`src/rtl/alu_pkg.sv`:
```
// Shared definitions for the ALU / multiply-divide execute unit:
// operation codes, handshake FSM states and operation-class predicates.
package alu_pkg;

    typedef enum logic [4:0] {
        OP_ADD    = 5'd0,
        OP_SUB    = 5'd1,
        OP_AND    = 5'd2,
        OP_OR     = 5'd3,
        OP_XOR    = 5'd4,
        OP_SLL    = 5'd5,
        OP_SRL    = 5'd6,
        OP_SRA    = 5'd7,
        OP_SLT    = 5'd8,
        OP_SLTU   = 5'd9,
        OP_MUL    = 5'd16,
        OP_MULH   = 5'd17,
        OP_MULHSU = 5'd18,
        OP_MULHU  = 5'd19,
        OP_DIV    = 5'd20,
        OP_DIVU   = 5'd21,
        OP_REM    = 5'd22,
        OP_REMU   = 5'd23
    } aluop_t;

    typedef enum logic [2:0] {
        IDLE,
        MUL,
        DIV,
        FIX,
        DONE
    } state_t;

    // Multiply/divide codes occupy 16..23 and use the iterative engine.
    function automatic logic is_iter(input logic [4:0] op);
        return (op[4:3] == 2'b10);
    endfunction

    // Operand 1 is interpreted as two's complement for these codes.
    function automatic logic is_signed_a(input logic [4:0] op);
        return (op == OP_MUL) || (op == OP_MULH) || (op == OP_MULHSU) ||
               (op == OP_DIV) || (op == OP_REM);
    endfunction

    // Operand 2 is interpreted as two's complement for these codes.
    function automatic logic is_signed_b(input logic [4:0] op);
        return (op == OP_MUL) || (op == OP_MULH) ||
               (op == OP_DIV) || (op == OP_REM);
    endfunction

endpackage

```
`src/rtl/alu_muldiv_core.sv`:
```
// Iterative multiply/divide engine: shift-add multiply and restoring
// divide on operand magnitudes, one bit per cycle, with the sign
// correction applied combinationally on the held result.
module alu_muldiv_core
    import alu_pkg::*;
#(
    parameter int D_WIDTH = 32
) (
    input  logic               clk,
    input  logic               rst_n,
    input  logic               start,
    input  logic [4:0]         op,
    input  logic [D_WIDTH-1:0] a,
    input  logic [D_WIDTH-1:0] b,
    output logic               done,
    output logic [D_WIDTH-1:0] result
);

    localparam int CW = $clog2(D_WIDTH) + 1;
    localparam logic [CW-1:0] LAST = CW'(D_WIDTH - 1);

    logic               running;
    logic               div_mode;
    logic               neg_q;
    logic               neg_r;
    logic               sel_high;
    logic               sel_rem;
    logic [CW-1:0]      count;
    logic [D_WIDTH-1:0] hi;
    logic [D_WIDTH-1:0] lo;
    logic [D_WIDTH-1:0] m;

    logic               a_neg;
    logic               b_neg;
    logic [D_WIDTH-1:0] a_mag;
    logic [D_WIDTH-1:0] b_mag;
    logic [D_WIDTH:0]   mul_sum;
    logic [D_WIDTH:0]   shifted;
    logic [D_WIDTH-1:0] diff;
    logic               fits;
    logic [2*D_WIDTH-1:0] prod_s;
    logic [D_WIDTH-1:0] q_s;
    logic [D_WIDTH-1:0] r_s;

    assign a_neg = is_signed_a(op) && a[D_WIDTH-1];
    assign b_neg = is_signed_b(op) && b[D_WIDTH-1];
    assign a_mag = a_neg ? (~a + 1'b1) : a;
    assign b_mag = b_neg ? (~b + 1'b1) : b;

    // Multiply step: conditionally add the multiplicand into the upper half.
    assign mul_sum = {1'b0, hi} + (lo[0] ? {1'b0, m} : '0);

    // Divide step: bring in the next dividend bit and trial-subtract.
    assign shifted = {hi, lo[D_WIDTH-1]};
    assign fits    = (shifted >= {1'b0, m});
    assign diff    = shifted[D_WIDTH-1:0] - m;

    assign done = running && (count == LAST);

    // Load magnitudes on start, then advance one bit per cycle until the last step.
    always_ff @(posedge clk) begin
        if (!rst_n) begin
            running  <= 1'b0;
            div_mode <= 1'b0;
            neg_q    <= 1'b0;
            neg_r    <= 1'b0;
            sel_high <= 1'b0;
            sel_rem  <= 1'b0;
            count    <= '0;
            hi       <= '0;
            lo       <= '0;
            m        <= '0;
        end else if (start) begin
            running  <= 1'b1;
            div_mode <= op[2];
            neg_q    <= a_neg ^ b_neg;
            neg_r    <= a_neg;
            sel_high <= (op[1:0] != 2'b00);
            sel_rem  <= op[1];
            count    <= '0;
            hi       <= '0;
            lo       <= a_mag;
            m        <= b_mag;
        end else if (running) begin
            count <= count + 1'b1;
            if (done) begin
                running <= 1'b0;
            end
            if (div_mode) begin
                hi <= fits ? diff : shifted[D_WIDTH-1:0];
                lo <= {lo[D_WIDTH-2:0], fits};
            end else begin
                hi <= mul_sum[D_WIDTH:1];
                lo <= {mul_sum[0], lo[D_WIDTH-1:1]};
            end
        end
    end

    // Sign fix-up and half/quotient/remainder selection of the held result.
    always_comb begin
        prod_s = neg_q ? (~{hi, lo} + 1'b1) : {hi, lo};
        q_s    = neg_q ? (~lo + 1'b1) : lo;
        r_s    = neg_r ? (~hi + 1'b1) : hi;
        result = '0;
        if (div_mode) begin
            result = sel_rem ? r_s : q_s;
        end else begin
            result = sel_high ? prod_s[2*D_WIDTH-1:D_WIDTH] : prod_s[D_WIDTH-1:0];
        end
    end

endmodule

```
`src/rtl/alu_mdu.sv`:
```
// Execute-stage ALU with valid/ready handshake, registered results and
// flags, and an iterative RV32M-style multiply/divide engine.
module alu_mdu
    import alu_pkg::*;
#(
    parameter int D_WIDTH = 32
) (
    input  logic               clk,
    input  logic               rst_n,
    input  logic               in_valid,
    output logic               in_ready,
    input  logic               alusrc,
    input  logic [4:0]         aluctrl,
    input  logic [D_WIDTH-1:0] aluop1,
    input  logic [D_WIDTH-1:0] immop,
    input  logic [D_WIDTH-1:0] regop2,
    output logic               out_valid,
    input  logic               out_ready,
    output logic [D_WIDTH-1:0] aluout,
    output logic               eq,
    output logic               lt,
    output logic               ltu
);

    localparam int SH_W = $clog2(D_WIDTH);
    localparam logic [D_WIDTH-1:0] MOST_NEG = {1'b1, {(D_WIDTH-1){1'b0}}};

    state_t             state;
    state_t             state_next;
    logic               captured;
    logic [4:0]         op_q;
    logic [D_WIDTH-1:0] a_q;
    logic [D_WIDTH-1:0] b_q;

    logic               accept;
    logic               dispatch;
    logic               iter_op;
    logic               special;
    logic               core_start;
    logic               core_done;
    logic [D_WIDTH-1:0] core_result;
    logic [D_WIDTH-1:0] single_res;
    logic [D_WIDTH-1:0] special_res;
    logic [SH_W-1:0]    sh;
    logic               eq_c;
    logic               lt_c;
    logic               ltu_c;
    logic               div_zero;
    logic               div_ovf;

    assign in_ready = (state == IDLE) && !captured;
    assign accept   = in_valid && in_ready;
    assign dispatch = (state == IDLE) && captured;

    assign sh    = b_q[SH_W-1:0];
    assign eq_c  = (a_q == b_q);
    assign lt_c  = ($signed(a_q) < $signed(b_q));
    assign ltu_c = (a_q < b_q);

    assign iter_op  = is_iter(op_q);
    assign div_zero = (b_q == '0);
    assign div_ovf  = is_signed_b(op_q) && (a_q == MOST_NEG) && (b_q == '1);
    assign special  = iter_op && op_q[2] && (div_zero || div_ovf);

    // Single-cycle results, plus the divide special cases that bypass iteration.
    always_comb begin
        single_res = '0;
        case (op_q)
            OP_ADD:  single_res = a_q + b_q;
            OP_SUB:  single_res = a_q - b_q;
            OP_AND:  single_res = a_q & b_q;
            OP_OR:   single_res = a_q | b_q;
            OP_XOR:  single_res = a_q ^ b_q;
            OP_SLL:  single_res = a_q << sh;
            OP_SRL:  single_res = a_q >> sh;
            OP_SRA:  single_res = $signed(a_q) >>> sh;
            OP_SLT:  single_res = {{(D_WIDTH-1){1'b0}}, lt_c};
            OP_SLTU: single_res = {{(D_WIDTH-1){1'b0}}, ltu_c};
            default: single_res = '0;
        endcase
        special_res = '0;
        if (div_zero) begin
            special_res = op_q[1] ? a_q : '1;
        end else begin
            special_res = op_q[1] ? '0 : MOST_NEG;
        end
    end

    // Handshake FSM next-state logic and engine start pulse.
    always_comb begin
        state_next = state;
        core_start = 1'b0;
        case (state)
            IDLE: begin
                if (captured) begin
                    if (iter_op && !special) begin
                        state_next = op_q[2] ? DIV : MUL;
                        core_start = 1'b1;
                    end else begin
                        state_next = DONE;
                    end
                end
            end
            MUL, DIV: begin
                if (core_done) begin
                    state_next = FIX;
                end
            end
            FIX:  state_next = DONE;
            DONE: begin
                if (out_ready) begin
                    state_next = IDLE;
                end
            end
            default: state_next = IDLE;
        endcase
    end

    // State register.
    always_ff @(posedge clk) begin
        if (!rst_n) begin
            state <= IDLE;
        end else begin
            state <= state_next;
        end
    end

    // Operand capture on accept and output registers written on completion.
    always_ff @(posedge clk) begin
        if (!rst_n) begin
            captured  <= 1'b0;
            op_q      <= '0;
            a_q       <= '0;
            b_q       <= '0;
            aluout    <= '0;
            eq        <= 1'b0;
            lt        <= 1'b0;
            ltu       <= 1'b0;
            out_valid <= 1'b0;
        end else begin
            if (accept) begin
                captured <= 1'b1;
                op_q     <= aluctrl;
                a_q      <= aluop1;
                b_q      <= alusrc ? immop : regop2;
            end
            if (dispatch) begin
                captured <= 1'b0;
                eq       <= eq_c;
                lt       <= lt_c;
                ltu      <= ltu_c;
                if (!iter_op || special) begin
                    aluout    <= iter_op ? special_res : single_res;
                    out_valid <= 1'b1;
                end
            end
            if (state == FIX) begin
                aluout    <= core_result;
                out_valid <= 1'b1;
            end
            if ((state == DONE) && out_ready) begin
                out_valid <= 1'b0;
            end
        end
    end

    alu_muldiv_core #(
        .D_WIDTH(D_WIDTH)
    ) u_core (
        .clk    (clk),
        .rst_n  (rst_n),
        .start  (core_start),
        .op     (op_q),
        .a      (a_q),
        .b      (b_q),
        .done   (core_done),
        .result (core_result)
    );

endmodule

```
`config.mk`:
```
export PLATFORM = sky130hd
export DESIGN_NAME = alu_mdu
export DESIGN_NICKNAME = d
export VERILOG_FILES = /design/src/rtl/alu_pkg.sv /design/src/rtl/alu_muldiv_core.sv /design/src/rtl/alu_mdu.sv
export SDC_FILE = /design/constraint.sdc
export NUM_CORES = 1
export LEC_CHECK = 0
export BUFFER_PORTS_ARGS = -buffer_cell sky130_fd_sc_hd__buf_2
export CAP_MARGIN = 10
export CORE_UTILIZATION = 35
export CTS_CLUSTER_SIZE = 25
export DETAILED_ROUTE_END_ITERATION = 8
export GPL_TIMING_DRIVEN = 1
export HOLD_SLACK_MARGIN = 0.08
export SLEW_MARGIN = 10
export SYNTH_ARGS = -nofsm -noshare
export SYNTH_HDL_FRONTEND = slang
export SYNTH_SLANG_ARGS = --single-unit
```
`constraint.sdc`:
```
create_clock -name clk -period 10.8 [get_ports clk]
set_input_delay 1.62 -clock clk [delete_from_list [all_inputs] [get_ports clk]]
set_output_delay 1.62 -clock clk [all_outputs]
set_load 0.01 [all_outputs]
```
==> results of run 1 <==
## per-stage QoR
stage / std cells / instance area [um^2] / hold slack [ps]
final: 4504 / 28000 / 455
after global routing: 4504 / 28000 / 476
after CTS: 4504 / 28000 / 455
after detailed placement: 4454 / 27100 / 447
after global placement: 4454 / 27100 / 442
after floorplan: 3600 / 25800 / 432
## cells in the mapped netlist (29+ instances only)
| cell | instances |
|---|---|
| a211oi_1 | 132 |
| a21o_1 | 51 |
| a21oi_1 | 316 |
| a221oi_1 | 48 |
| a31oi_1 | 36 |
| buf_1 | 29 |
| buf_2 | 30 |
| clkbuf_1 | 245 |
| dfxtp_1 | 217 |
| ha_1 | 169 |
| inv_1 | 151 |
| mux2i_1 | 131 |
| mux4_2 | 53 |
| nand2_1 | 410 |
| nand3_1 | 53 |
| nor2_1 | 382 |
| nor3_1 | 74 |
| o211ai_1 | 82 |
| o21ai_0 | 225 |
| o31ai_1 | 33 |
| or3_1 | 33 |
| xnor2_1 | 132 |
| xor2_1 | 78 |
## worst reg2reg max path, delay by kind of cell (launching register included)
kind	cells	cell delay [ps]
AOI/OAI and AO/OA	5	1740
adders and majority gates	1	510
buffers and inverters	1	210
DFF	1	780
and+or+nand+nor	5	1480
## registers in the layout, indices dropped and copies added, names as in the netlist, 3 cells and up
signal and flops:
state 3, a_q 32, u_core.m 32, u_core.count 6
u_core.lo 32, aluout 32, u_core.hi 32, b_q 32
op_q 5
## logic make-up after synthesis
| group | share of synthesized area [%] |
|---|---|
| muxes | 10.2 |
| buffers and inverters | 6.99 |
| and+or+nand+nor | 20.4 |
| AOI/OAI and AO/OA | 30.1 |
| adders and majority gates | 8.49 |
| DFF | 16.8 |
| xor gates and xnor gates | 7.12 |
## cell type report
class / count / area [um^2]
fillers: 7759 / 45000
multi-input cells: 2918 / 19700
flip-flops and latches: 217 / 4360
well taps: 959 / 1200
repair buffers: 203 / 1170
clock buffers: 36 / 779
inverters: 157 / 594
clock inverters: 14 / 153
## path summary, 6_finish.rpt
check	from	slack, ps	to	depth (start not counted)
hold reg to reg	a_q[21]$_SDFFE_PN0P_	450	a_q[21]$_SDFFE_PN0P_	2
hold / removal	a_q[21]$_SDFFE_PN0P_	450	a_q[21]$_SDFFE_PN0P_	2
setup / recovery	a_q[14]$_SDFFE_PN0P_	5930	aluout[30]$_SDFFE_PN0P_	12
setup reg to reg	a_q[14]$_SDFFE_PN0P_	5930	aluout[30]$_SDFFE_PN0P_	12
## power by group
| part | internal [mW] | total (mW) | switching (mW) |
|---|---|---|---|
| clock | 0.557 | 0.972 | 0.415 |
| combinational | 0.676 | 2.01 | 1.33 |
| sequential | 0.868 | 1.02 | 0.155 |
| total | 2.10 | 4.00 | 1.90 |
## metal layers
layer / track usage, % / share of wire, %
met5: 0 / 0.066
met4: 11.2 / 4.3
met3: 4.89 / 9.4
met2: 46.0 / 44
met1: 41.3 / 43
## layout by cell type, fill, tap and decap left out, drive strengths merged, types with 16 or more instances in the layout
cell type,netlist,final
a21oi,317,317
dfxtp,217,217
nand2b,21,21
buf,62,203
a21o,51,51
inv,153,154
nand3,53,53
mux4,53,53
clkbuf,246,36
o221ai,23,23
xor2,78,78
a211oi,132,132
a31oi,36,36
and3,23,23
o31ai,34,34
nor4,26,26
or4,25,25
or3,33,33
a221oi,48,48
o21bai,16,16
nor2,384,384
a211o,17,17
nand2,411,411
o211ai,82,82
nor2b,26,26
o22ai,26,26
o21ai,234,234
ha,169,169
nor3,75,75
or2,20,20
mux2i,131,131
xnor2,132,132
nand4,28,28
o21a,16,16
==> run metrics, run 1 <==
Synth area leaders dfxtp_1 17%, ha_1 8.2%, a21oi_1 6.1%, nand2_1 6.0%, nor2_1 5.5%; failing checks max-capacitance violations; CTS sink cnt 217; power per cell area 143 nW/um^2; Setup Skew 14.5 ps; CTS resizes 0; CTS Buffer Depth 3; ratio of final minimum period to clock period 45.1%; DRT Pass-1 Iters 6; Clock Latency Late Sink 600 ps; number of synthesized register bits 217; diode count 0; Synth top area share 16.8%; Remaining DRCs 0; status finished, violations left; Initial Util 35.4%; Crit path buffers/inverters 1; CP max-delay cell dfxtp_1; worst-margin pin slew 1460 ps; number of global-route vias before repair 25680; Core Area 73000 um^2; Die ar. 74900 um^2; crit end category flop; wire per inst 25.7 um; All-Layer GR Usage 29.8%; Vias/cell 6.22; worst-path cell chain inv_1 > ha_1 > or3_1 > or4_1 > nor2_1 > a211oi_1 > o32ai_2 > nand3_1 > a31oi_1 > nor3_1 > a2111oi_0 > o41ai_2; Post-Route Setup TNS 0 ps; Post-synth EDFFs 0; Final Hold Vio Count 0; largest net degree at the start of global routing 102; cell accounting for the most synthesized area dfxtp_1; Max Cap Violations 1; Area Growth Syn to Fin 8.29%; setup bufs post-CTS 0; Crit path max-delay family compound AO/OA/AOI/OAI gates; remaining global-route overflow 0; crit start category flop; min cycle time layout 4870 ps; Detailed Place HPWL 87600 um; nets 3803; worst slack at placement 6110 ps; # rows 99; clock root buffer clkbuf_16; die width 274 um; initial antenna violation count 6; num ports 143; Synth Instances 3600; Worst Hold Class reg2reg; Worst Path Max Fanout 13; net count after synthesis 3879; Synth Area per Inst 7.18 um^2; I/O Buffers 142; Routed Wire Length 116000 um; Core Util, Final 38.4%; setup violators final 0; Primary FF master, synth dfxtp_1; CTS tree yes; unrepaired setup endpoints after global routing no; Mapped Area 25800 um^2; cts hold-fix bufs 0; Slew Limit Headroom 2.25%; register area share after synthesis 16.8%; total power 4.00 mW; Synth warnings 0; Max Freq 0.205 GHz; post-synth cell types 95; final slew viol count 0; fraction of layout cells with a size suffix above 1 10.9%; leakage 10.7 nW; Initial DRC Count 3654; GP Congestion 1.06; TritonCTS Buffers 27; VDD IR max 0.000156 V; Critical Path RT 11260 ps; Die Y 274 um; clk slew on worst S/H paths 70 ps; Arr. time, crit path 5320 ps; first-pass GRT wire length 171000 um; H-Tree Depth 1; via count 28020; Critical Path Max Stage Delay 780 ps; DRT antenna net count 0; worst setup path class reg2reg; ys async rst share 0%; post-route setup slack 5930 ps
No activity file was read; power rests on OpenSTA's default activity.
==> inputs of run 2 (changes only) <==
Clock period 10.8 ns to 4 ns, I/O delays scaled along.
==> run 2 against run 1 <==
Net effect: the run now ends clean; count of clock-buffer cells in the layout rose by 3; final cell count rose by 4.3%; register-to-register slack got worse by 5800 ps; largest cell class unchanged; largest power group unchanged; highest routed layer is now met4.
==> run metrics, run 2 (synthesized netlist as in run 1, its figures left out) <==
VDD IR max 0.000403 V (was 0.000156 V); Initial Util 35.4% (unchanged); CTS resizes 0 (unchanged); status completed (was finished, violations left); clock root buffer clkbuf_16 (unchanged); leakage 11.7 nW (was 10.7 nW); DRT antenna net count 0 (unchanged); most frequent cells in the layout 408 x nand2_1, 380 x nor2_1, 316 x a21oi_1, 241 x buf_4, 225 x o21ai_0 (was 408 x nand2_1, 380 x nor2_1, 316 x a21oi_1, 225 x o21ai_0, 209 x dfxtp_1); Routed Wire Length 130000 um (was 116000 um); most used cell, CP buf_4; I/O Buffers 142 (unchanged); GP Congestion 1.07 (was 1.06); crit end category flop (unchanged); Final Hold Vio Count 0 (unchanged); die width 274 um (unchanged); first-pass GRT wire length 186000 um (was 171000 um); number of global-route vias before repair 26785 (was 25680); worst-path cell chain inv_1 > ha_1 > or3_1 > or4_1 > nor2_1 > a211oi_1 > buf_4 > a221oi_1 > buf_4 > mux2i_1 > o311ai_0 > a31oi_1 > o31ai_1 (was inv_1 > ha_1 > or3_1 > or4_1 > nor2_1 > a211oi_1 > o32ai_2 > nand3_1 > a31oi_1 > nor3_1 > a2111oi_0 > o41ai_2); Detailed Place HPWL 102000 um (was 87600 um); Post-Route Setup TNS 0 ps (unchanged); Worst Hold Path Cells 3 (was 2); setup bufs post-CTS 0 (unchanged); ratio of final minimum period to clock period 97.0% (was 45.1%); DRT Pass-1 Iters 6 (unchanged); CTS Buffer Depth 3 (unchanged); largest net degree at the start of global routing 100 (was 102); total power 11.6 mW (was 4.00 mW); TritonCTS Buffers 29 (was 27); worst-case reg-to-reg path depth 13 (was 12); Critical Path RT 4500 ps (was 11260 ps); Slew Limit Headroom 12.3% (was 2.25%); clk slew on worst S/H paths 70 ps (about the same); crit start category flop (unchanged); Worst Path Max Fanout 6 (was 13); CP max-delay cell a221oi_1 (was dfxtp_1); final slew viol count 0 (unchanged); worst setup path class reg2reg (unchanged); via count 29412 (was 28020); most common library cell in the layout ignoring fill and taps nand2_1 (unchanged); Initial DRC Count 3493 (was 3654); wire per inst 27.6 um (was 25.7 um); Vias/cell 6.26 (was 6.22); Remaining DRCs 0 (unchanged); min cycle time layout 3880 ps (was 4870 ps); power per cell area 392 nW/um^2 (was 143 nW/um^2); num ports 143 (unchanged); Filler cells 7756 (was 7759); Worst Hold Class in2reg (was reg2reg); All-Layer GR Usage 33.4% (was 29.8%); # rows 99 (unchanged); Crit path buffers/inverters 3 (was 1); remaining global-route overflow 0 (unchanged); unrepaired setup endpoints after global routing no (unchanged); Critical Path Stages 13 (was 12); initial antenna violation count 5 (was 6); CTS sink cnt 217 (unchanged); diode count 0 (unchanged); Setup Skew 16.5 ps (was 14.5 ps); Die Y 274 um (unchanged); nets 3994 (was 3803); Max Cap Violations 0 (was 1); Max Freq 0.258 GHz (was 0.205 GHz); setup violators final 0 (unchanged); Die ar. 74900 um^2 (unchanged); Core Area 73000 um^2 (unchanged); Critical Path Max Stage Delay 490 ps (was 780 ps); cts hold-fix bufs 0 (unchanged); worst-margin pin slew 1280 ps (was 1460 ps); Arr. time, crit path 4380 ps (was 5320 ps); Area Growth Syn to Fin 14.4% (was 8.29%); fraction of layout cells with a size suffix above 1 15.5% (was 10.9%); CTS tree yes (unchanged); Crit path max-delay family simple AND/OR/NAND/NOR gates (was compound AO/OA/AOI/OAI gates); Clock Latency Late Sink 620 ps (was 600 ps); H-Tree Depth 1 (unchanged)
-- run 2: worst min-delay path, stage by stage --
cell	delay, ps
buf_2	100
nand2_1	40
a21oi_1	50
-- run 2: final cells by class --
cell class,count,area (um^2),area share (%)
well taps,959,1200,4.06
flip-flops and latches,217,4360,14.8
repair buffers,392,2700,9.13
inverters,157,594,2.01
clock inverters,14,163,0.550
clock buffers,39,813,2.75
multi-input cells,2918,19700,66.8
-- run 2: metrics by stage --
stage | util (%) | instances | worst slack (ps) | instance area, um^2 | hold WS (ps)
after floorplan | - | 3600 | 30.3 | 25900 | 432
after global placement | 39.2 | 4643 | 229 | 28600 | 444
after detailed placement | 39.2 | 4643 | 147 | 28600 | 447
after CTS | 40.5 | 4696 | 128 | 29600 | 202
after global routing | 40.5 | 4696 | 15.1 | 29600 | 227
final | 40.5 | 4696 | 120 | 29600 | 215
-- run 2: path summary, 6_finish.rpt --
path | end | start | slack [ps]
worst min register to register | aluout[13]$_SDFFE_PN0P_ | aluout[13]$_SDFFE_PN0P_ | 450
worst min-delay path | a_q[17]$_SDFFE_PN0P_ | aluop1[17] | 210
worst max register to register | aluout[28]$_SDFFE_PN0P_ | b_q[19]$_SDFFE_PN0P_ | 120
worst max-delay path | aluout[28]$_SDFFE_PN0P_ | b_q[19]$_SDFFE_PN0P_ | 120
-- run 2: per-layer routing --
metal / part of all wire (%) / wire length (um) / global-route usage [%] / up-vias
li1: - / - / - / 13385
met1: 42 / 54000 / 45.0 / 14060
met2: 43 / 55800 / 51.5 / 1645
met3: 9.4 / 12100 / 5.19 / 322
met4: 6.0 / 7810 / 16.2 / 0
met5: 0 / 0 / 0 / -
-- run 2: report_power, final --
group	internal [mW]	leakage [nW]	switching (mW)
Clock	1.57	0.475	1.21
Combinational	2.17	9.48	4.07
Sequential	2.34	1.77	0.252
